==> src/rtl/tt_sweep_ctrl.sv <==
// Truth-table sweep sequencer: applies every input vector to a netlist, captures and grades its outputs.
// Optional MISR signature over the captured outputs when SWEEP_MISR_EN is defined.
module tt_sweep_ctrl #(
  parameter int N_IN   = 4,
  parameter int N_OUT  = 2,
  parameter int SETTLE = 1
) (
  input  logic                         clk,
  input  logic                         rst,
  input  logic                         start_i,
  input  logic                         abort_i,
  input  logic [N_OUT*(2**N_IN)-1:0]   golden_i,
  output logic [N_IN-1:0]              dut_in_o,
  input  logic [N_OUT-1:0]             dut_out_i,
  output logic                         busy_o,
  output logic                         done_o,
  output logic                         pass_o,
  output logic [N_OUT*(2**N_IN)-1:0]   tt_out_o,
  output logic [N_IN-1:0]              fail_idx_o,
  output logic [N_IN:0]                mismatch_cnt_o,
  output logic [15:0]                  signature_o
);

  localparam int NV    = 2**N_IN;
  localparam int TW    = N_OUT*NV;
  localparam int CNT_W = (SETTLE < 1) ? 1 : $clog2(SETTLE + 1);

  typedef enum logic [1:0] {S_IDLE, S_WAIT, S_SAMPLE, S_FINISH} state_t;

  state_t            state_q, state_d;
  logic [N_IN-1:0]   idx_q, idx_d;
  logic [CNT_W-1:0]  cnt_q, cnt_d;
  logic [TW-1:0]     golden_q, golden_d;
  logic [TW-1:0]     tt_q, tt_d;
  logic [N_IN-1:0]   fail_idx_q, fail_idx_d;
  logic [N_IN:0]     mcnt_q, mcnt_d;
  logic              done_q, done_d;
  logic              pass_q, pass_d;
  logic [N_OUT-1:0]  miss_vec;
  logic              miss;

  genvar gi;
  generate
    for (gi = 0; gi < N_OUT; gi++) begin : g_miss
      assign miss_vec[gi] = dut_out_i[gi] ^ golden_q[gi*NV + int'(idx_q)];
    end
  endgenerate
  assign miss = |miss_vec;

  always_comb begin
    state_d    = state_q;
    idx_d      = idx_q;
    cnt_d      = cnt_q;
    golden_d   = golden_q;
    tt_d       = tt_q;
    fail_idx_d = fail_idx_q;
    mcnt_d     = mcnt_q;
    pass_d     = pass_q;
    done_d     = 1'b0;
    case (state_q)
      S_IDLE: begin
        if (start_i) begin
          golden_d   = golden_i;
          tt_d       = '0;
          mcnt_d     = '0;
          fail_idx_d = '0;
          pass_d     = 1'b0;
          idx_d      = '0;
          cnt_d      = CNT_W'(SETTLE);
          state_d    = (SETTLE == 0) ? S_SAMPLE : S_WAIT;
        end
      end
      S_WAIT: begin
        if (abort_i) begin
          state_d = S_IDLE;
        end else begin
          cnt_d = cnt_q - 1'b1;
          if (cnt_q <= CNT_W'(1)) state_d = S_SAMPLE;
        end
      end
      S_SAMPLE: begin
        // An abort in this cycle drops the capture entirely.
        if (abort_i) begin
          state_d = S_IDLE;
        end else begin
          for (int o = 0; o < N_OUT; o++) tt_d[o*NV + int'(idx_q)] = dut_out_i[o];
          if (miss) begin
            mcnt_d = mcnt_q + 1'b1;
            if (mcnt_q == '0) fail_idx_d = idx_q;
          end
          if (idx_q == {N_IN{1'b1}}) begin
            state_d = S_FINISH;
          end else begin
            idx_d   = idx_q + 1'b1;
            cnt_d   = CNT_W'(SETTLE);
            state_d = (SETTLE == 0) ? S_SAMPLE : S_WAIT;
          end
        end
      end
      S_FINISH: begin
        done_d  = 1'b1;
        pass_d  = (mcnt_q == '0);
        state_d = S_IDLE;
      end
      default: state_d = S_IDLE;
    endcase
  end

  always_ff @(posedge clk or posedge rst) begin
    if (rst) begin
      state_q    <= S_IDLE;
      idx_q      <= '0;
      cnt_q      <= '0;
      golden_q   <= '0;
      tt_q       <= '0;
      fail_idx_q <= '0;
      mcnt_q     <= '0;
      done_q     <= 1'b0;
      pass_q     <= 1'b0;
    end else begin
      state_q    <= state_d;
      idx_q      <= idx_d;
      cnt_q      <= cnt_d;
      golden_q   <= golden_d;
      tt_q       <= tt_d;
      fail_idx_q <= fail_idx_d;
      mcnt_q     <= mcnt_d;
      done_q     <= done_d;
      pass_q     <= pass_d;
    end
  end

`ifdef SWEEP_MISR_EN
  logic [15:0] sig_q, sig_d;
  logic        misr_seed, misr_step;

  assign misr_seed = (state_q == S_IDLE) && start_i;
  assign misr_step = (state_q == S_SAMPLE) && !abort_i;

  always_comb begin
    sig_d = sig_q;
    if (misr_seed) begin
      sig_d = 16'hFFFF;
    end else if (misr_step) begin
      sig_d = {sig_q[14:0], 1'b0} ^ (sig_q[15] ? 16'h1021 : 16'h0000) ^ 16'(dut_out_i);
    end
  end

  always_ff @(posedge clk or posedge rst) begin
    if (rst) sig_q <= 16'hFFFF;
    else     sig_q <= sig_d;
  end

  assign signature_o = sig_q;
`else
  assign signature_o = 16'hFFFF;
`endif

  assign dut_in_o       = idx_q;
  assign busy_o         = (state_q == S_WAIT) || (state_q == S_SAMPLE);
  assign done_o         = done_q;
  assign pass_o         = pass_q;
  assign tt_out_o       = tt_q;
  assign fail_idx_o     = fail_idx_q;
  assign mismatch_cnt_o = mcnt_q;

endmodule

==> config.mk <==
export PLATFORM = sky130hd
export DESIGN_NAME = tt_sweep_ctrl
export DESIGN_NICKNAME = d
export VERILOG_FILES = /design/src/rtl/tt_sweep_ctrl.sv
export SDC_FILE = /design/constraint.sdc
export NUM_CORES = 1
export LEC_CHECK = 0
export ABC_AREA = 0
export BUFFER_PORTS_ARGS = -buffer_cell sky130_fd_sc_hd__buf_2
export CORE_MARGIN = 4
export CORE_UTILIZATION = 45
export CTS_BUF_LIST = sky130_fd_sc_hd__clkbuf_16
export CTS_CLUSTER_DIAMETER = 120
export CTS_CLUSTER_SIZE = 24
export DETAILED_ROUTE_END_ITERATION = 12
export PLACE_DENSITY = 0.7
export SYNTH_ARGS = -nofsm -noshare
export SYNTH_HDL_FRONTEND = slang
export SYNTH_SLANG_ARGS = --single-unit
==> constraint.sdc <==
create_clock -name clk -period 3.6 [get_ports clk]
set_input_delay 0.36 -clock clk [delete_from_list [all_inputs] [get_ports clk]]
set_output_delay 0.36 -clock clk [all_outputs]
set_load 0.02 [all_outputs]
==> flow_summary.toml <==
[grt]
grt-busiest-layer = "met2"
antenna_found_initial = 0
overflow = 0
grt_pass1_vias = 3023
grt_pass1_wl_um = 15000
grtUsageTotal = 0.184
grt_max_degree = 59
grt_use_met2 = 0.309
use_met3 = 0.0544
met1_usage = 0.238

[clocking]
cts_hold_buf = 0
root_buffer = "clkbuf_16"
cts.reportedPaths.clkPinSlew_ps = 70
cts_buffers = 9
post_cts_resized = 0
clock_tree.buffer_depth = 2
clk_latency_ps = 340
cts_tree = "done"
post_cts_buffers = 0
ctsHtreeMaxLevel = 3
clock-sinks = 81

[sta]
drv_slew = 0
fin_crit_sh = 0.798
slew_headroom = 0.321
hold_viol_final = 0
fmax_ghz = 0.348
finalSetupTns_ps = 0
clock_skew_ps = 8.16
tightest_slew_ps = 1020
rsz0062_at_grt = "false"
finalSetupViolCount = 0
timing.final.crit_period_ps = 2870

[worst_hold_path]
hold_path_class = "input port to asynchronous set/reset pin"

[logic_synthesis]
synth_top_area_frac = 0.518
syn_area_um2 = 3910
ys_ff_latch = 81
async_reset_ff_frac = 1.00
synthFlopType = "dfrtp_1"
yosys-top-cells-area = "dfrtp_1 52%, mux2_2 9.2%, o22ai_1 4.3%"
yosys_warnings = 0
synth.distinct_cells = 40
synth_cells = 366
syn_avg_cell_area_um2 = 10.7
synth_edf_count = 0
ys_seq_area_frac = 0.518
yosysTopAreaCell = "dfrtp_1"

[critical_path]
reg2regPathDepth = 7
r2r_start = "dut_in_o[0]"
worst_r2r_endpoint = "mismatch_cnt_o[2]"
cp_max_fo = 15
critPathMaxStageDelay_ps = 670
start_kind = "flop"
crit_chain = "mux4_2 -> nor2b_1 -> a211o_1 -> and3_1 -> o22a_1 -> or4_1 -> nand2_1"
cpMaxStageDelayCell = "dfrtp_1"
critical_path.startpoint = "dut_in_o[0]"
r2r_slack_ps = 730
end_kind = "flop"
cp.arrival_ps = 3140
critPathKind = "flop to flop"
required_ps = 3870
worstSetupEndpoint = "mismatch_cnt_o[2]"

[detailed_routing]
final_antenna_net_count = 0
dr.pass1.iters = 4
vias = 2981
drt-initial-drc-count = 175
routedWlPerCell_um = 16.1
routed_via_density = 5.33
drc = 0
wirelength_um = 9010

[final_layout]
layout_common_cells = "85 x buf_2, 81 x dfrtp_1, 42 x nand2_1"
multi_input_area_um2 = 1620
area_growth_syn_to_layout_pct = 20.1
instances_no_fill = 559
final_common_cell = "buf_2"
nNetsFinal = 497
filler_cell_count = 749
ff_latch_area_um2 = 2030
drive_gt1_frac = 0.319
diodes = 0

[floorplan]
ios = 102
die_w_um = 101
fp.dieH_um = 101
die_area_um2 = 10300
core-area_um2 = 8340
initial_utilization = 0.469
rows = 33

[power_and_ir_drop]
power_leakage_nw = 2.24
p_total_mw = 3.31
power.density_nw_per_um2 = 704
ir_worst_vdd_uv = 401

[run_status]
outcome = "finished, final reports clean"

[place]
dp_cells = 543
place_congestion = 0.758
hpwl_um = 6430
portBuffers = 85

[flow_run]
cap_violations = 0
critical path: cells and delay by family (launching register included):
family	cells	cell delay [ps]
AND/OR/NAND/NOR	4	910
flip-flops	1	670
AO/OA/AOI/OAI	2	660
multiplexers	1	560
metal layers:
metal  vias up  routed length (um)
met1      1458                3840
met4         0                  72
met5         -                   0
met2        96                4460
met3         8                 643
li1       1419                   -
cells by family (layout without fill, tap and decap cells):
family          count (synthesis)  in the layout  share of synthesized area
other cells                     1             16                   0.000958
mux                            45             45                      0.138
compound gates                 80             80                      0.127
simple gates                   80             80                      0.100
flops                          81             81                      0.518
buf+inv                        69            142                     0.0835
fa+ha+maj                      10             10                     0.0320
power breakdown:
part | switching [mW] | internal, mW
combinational | 0.577 | 0.476
clock | 0.372 | 0.607
sequential | 0.146 | 1.13
total | 1.09 | 2.21
stage by stage:
step	area, um^2	utilization	hold WS (ps)	setup WS (ps)
final	4700	0.563	236	729
after global routing	4700	0.563	245	546
after CTS	4700	0.563	243	727
after detailed placement	4380	0.525	467	761
after global placement	4380	0.525	463	803
after floorplan	3970	-	452	1060
how the worst min path moves through the flow:
stage                 startpoint            to  slack (ps)  depth (start not counted)
floorplan                start_i    state_q[1]         450                          1
global placement    tt_out_o[16]  tt_out_o[16]         460                          2
detailed placement  tt_out_o[16]  tt_out_o[16]         470                          2
CTS                      start_i    state_q[1]         240                          2
global route        golden_i[11]  golden_q[11]         240                          2
finish                       rst   tt_out_o[6]         240                          2
state kept, by name, indices dropped and copies added, names as in the netlist:
signal / cells
tt_out_o: 32
mismatch_cnt_o: 5
done_o: 1
dut_in_o: 4
pass_o: 1
state_q: 2
golden_q: 32
fail_idx_o: 4
cells in the mapped netlist (2+ instances only):
cell,number
o21ai_0,17
dfrtp_1,81
a22oi_1,4
ha_1,10
mux4_2,4
nor2_1,4
nor2b_1,8
inv_1,35
a21oi_1,17
nand2_1,42
and3_1,2
o22ai_1,27
buf_2,6
a22o_1,3
nand3_1,10
nand2b_1,2
mux2_2,32
a32o_1,2
buf_4,16
o211ai_1,3
nand4_1,3
or4_1,2
clkbuf_1,9
mux2i_1,9
buf_1,3
layout make-up:
| type | instances | area share |
|---|---|---|
| timing repair buffer | 91 | 0.100 |
| clock inverter | 7 | 0.0205 |
| sequential | 81 | 0.431 |
| tap | 105 | 0.0280 |
| multi-input combinational | 231 | 0.344 |
| clock buffer | 9 | 0.0479 |
| inverter | 35 | 0.0282 |
Power figures use the tool's default switching activity.
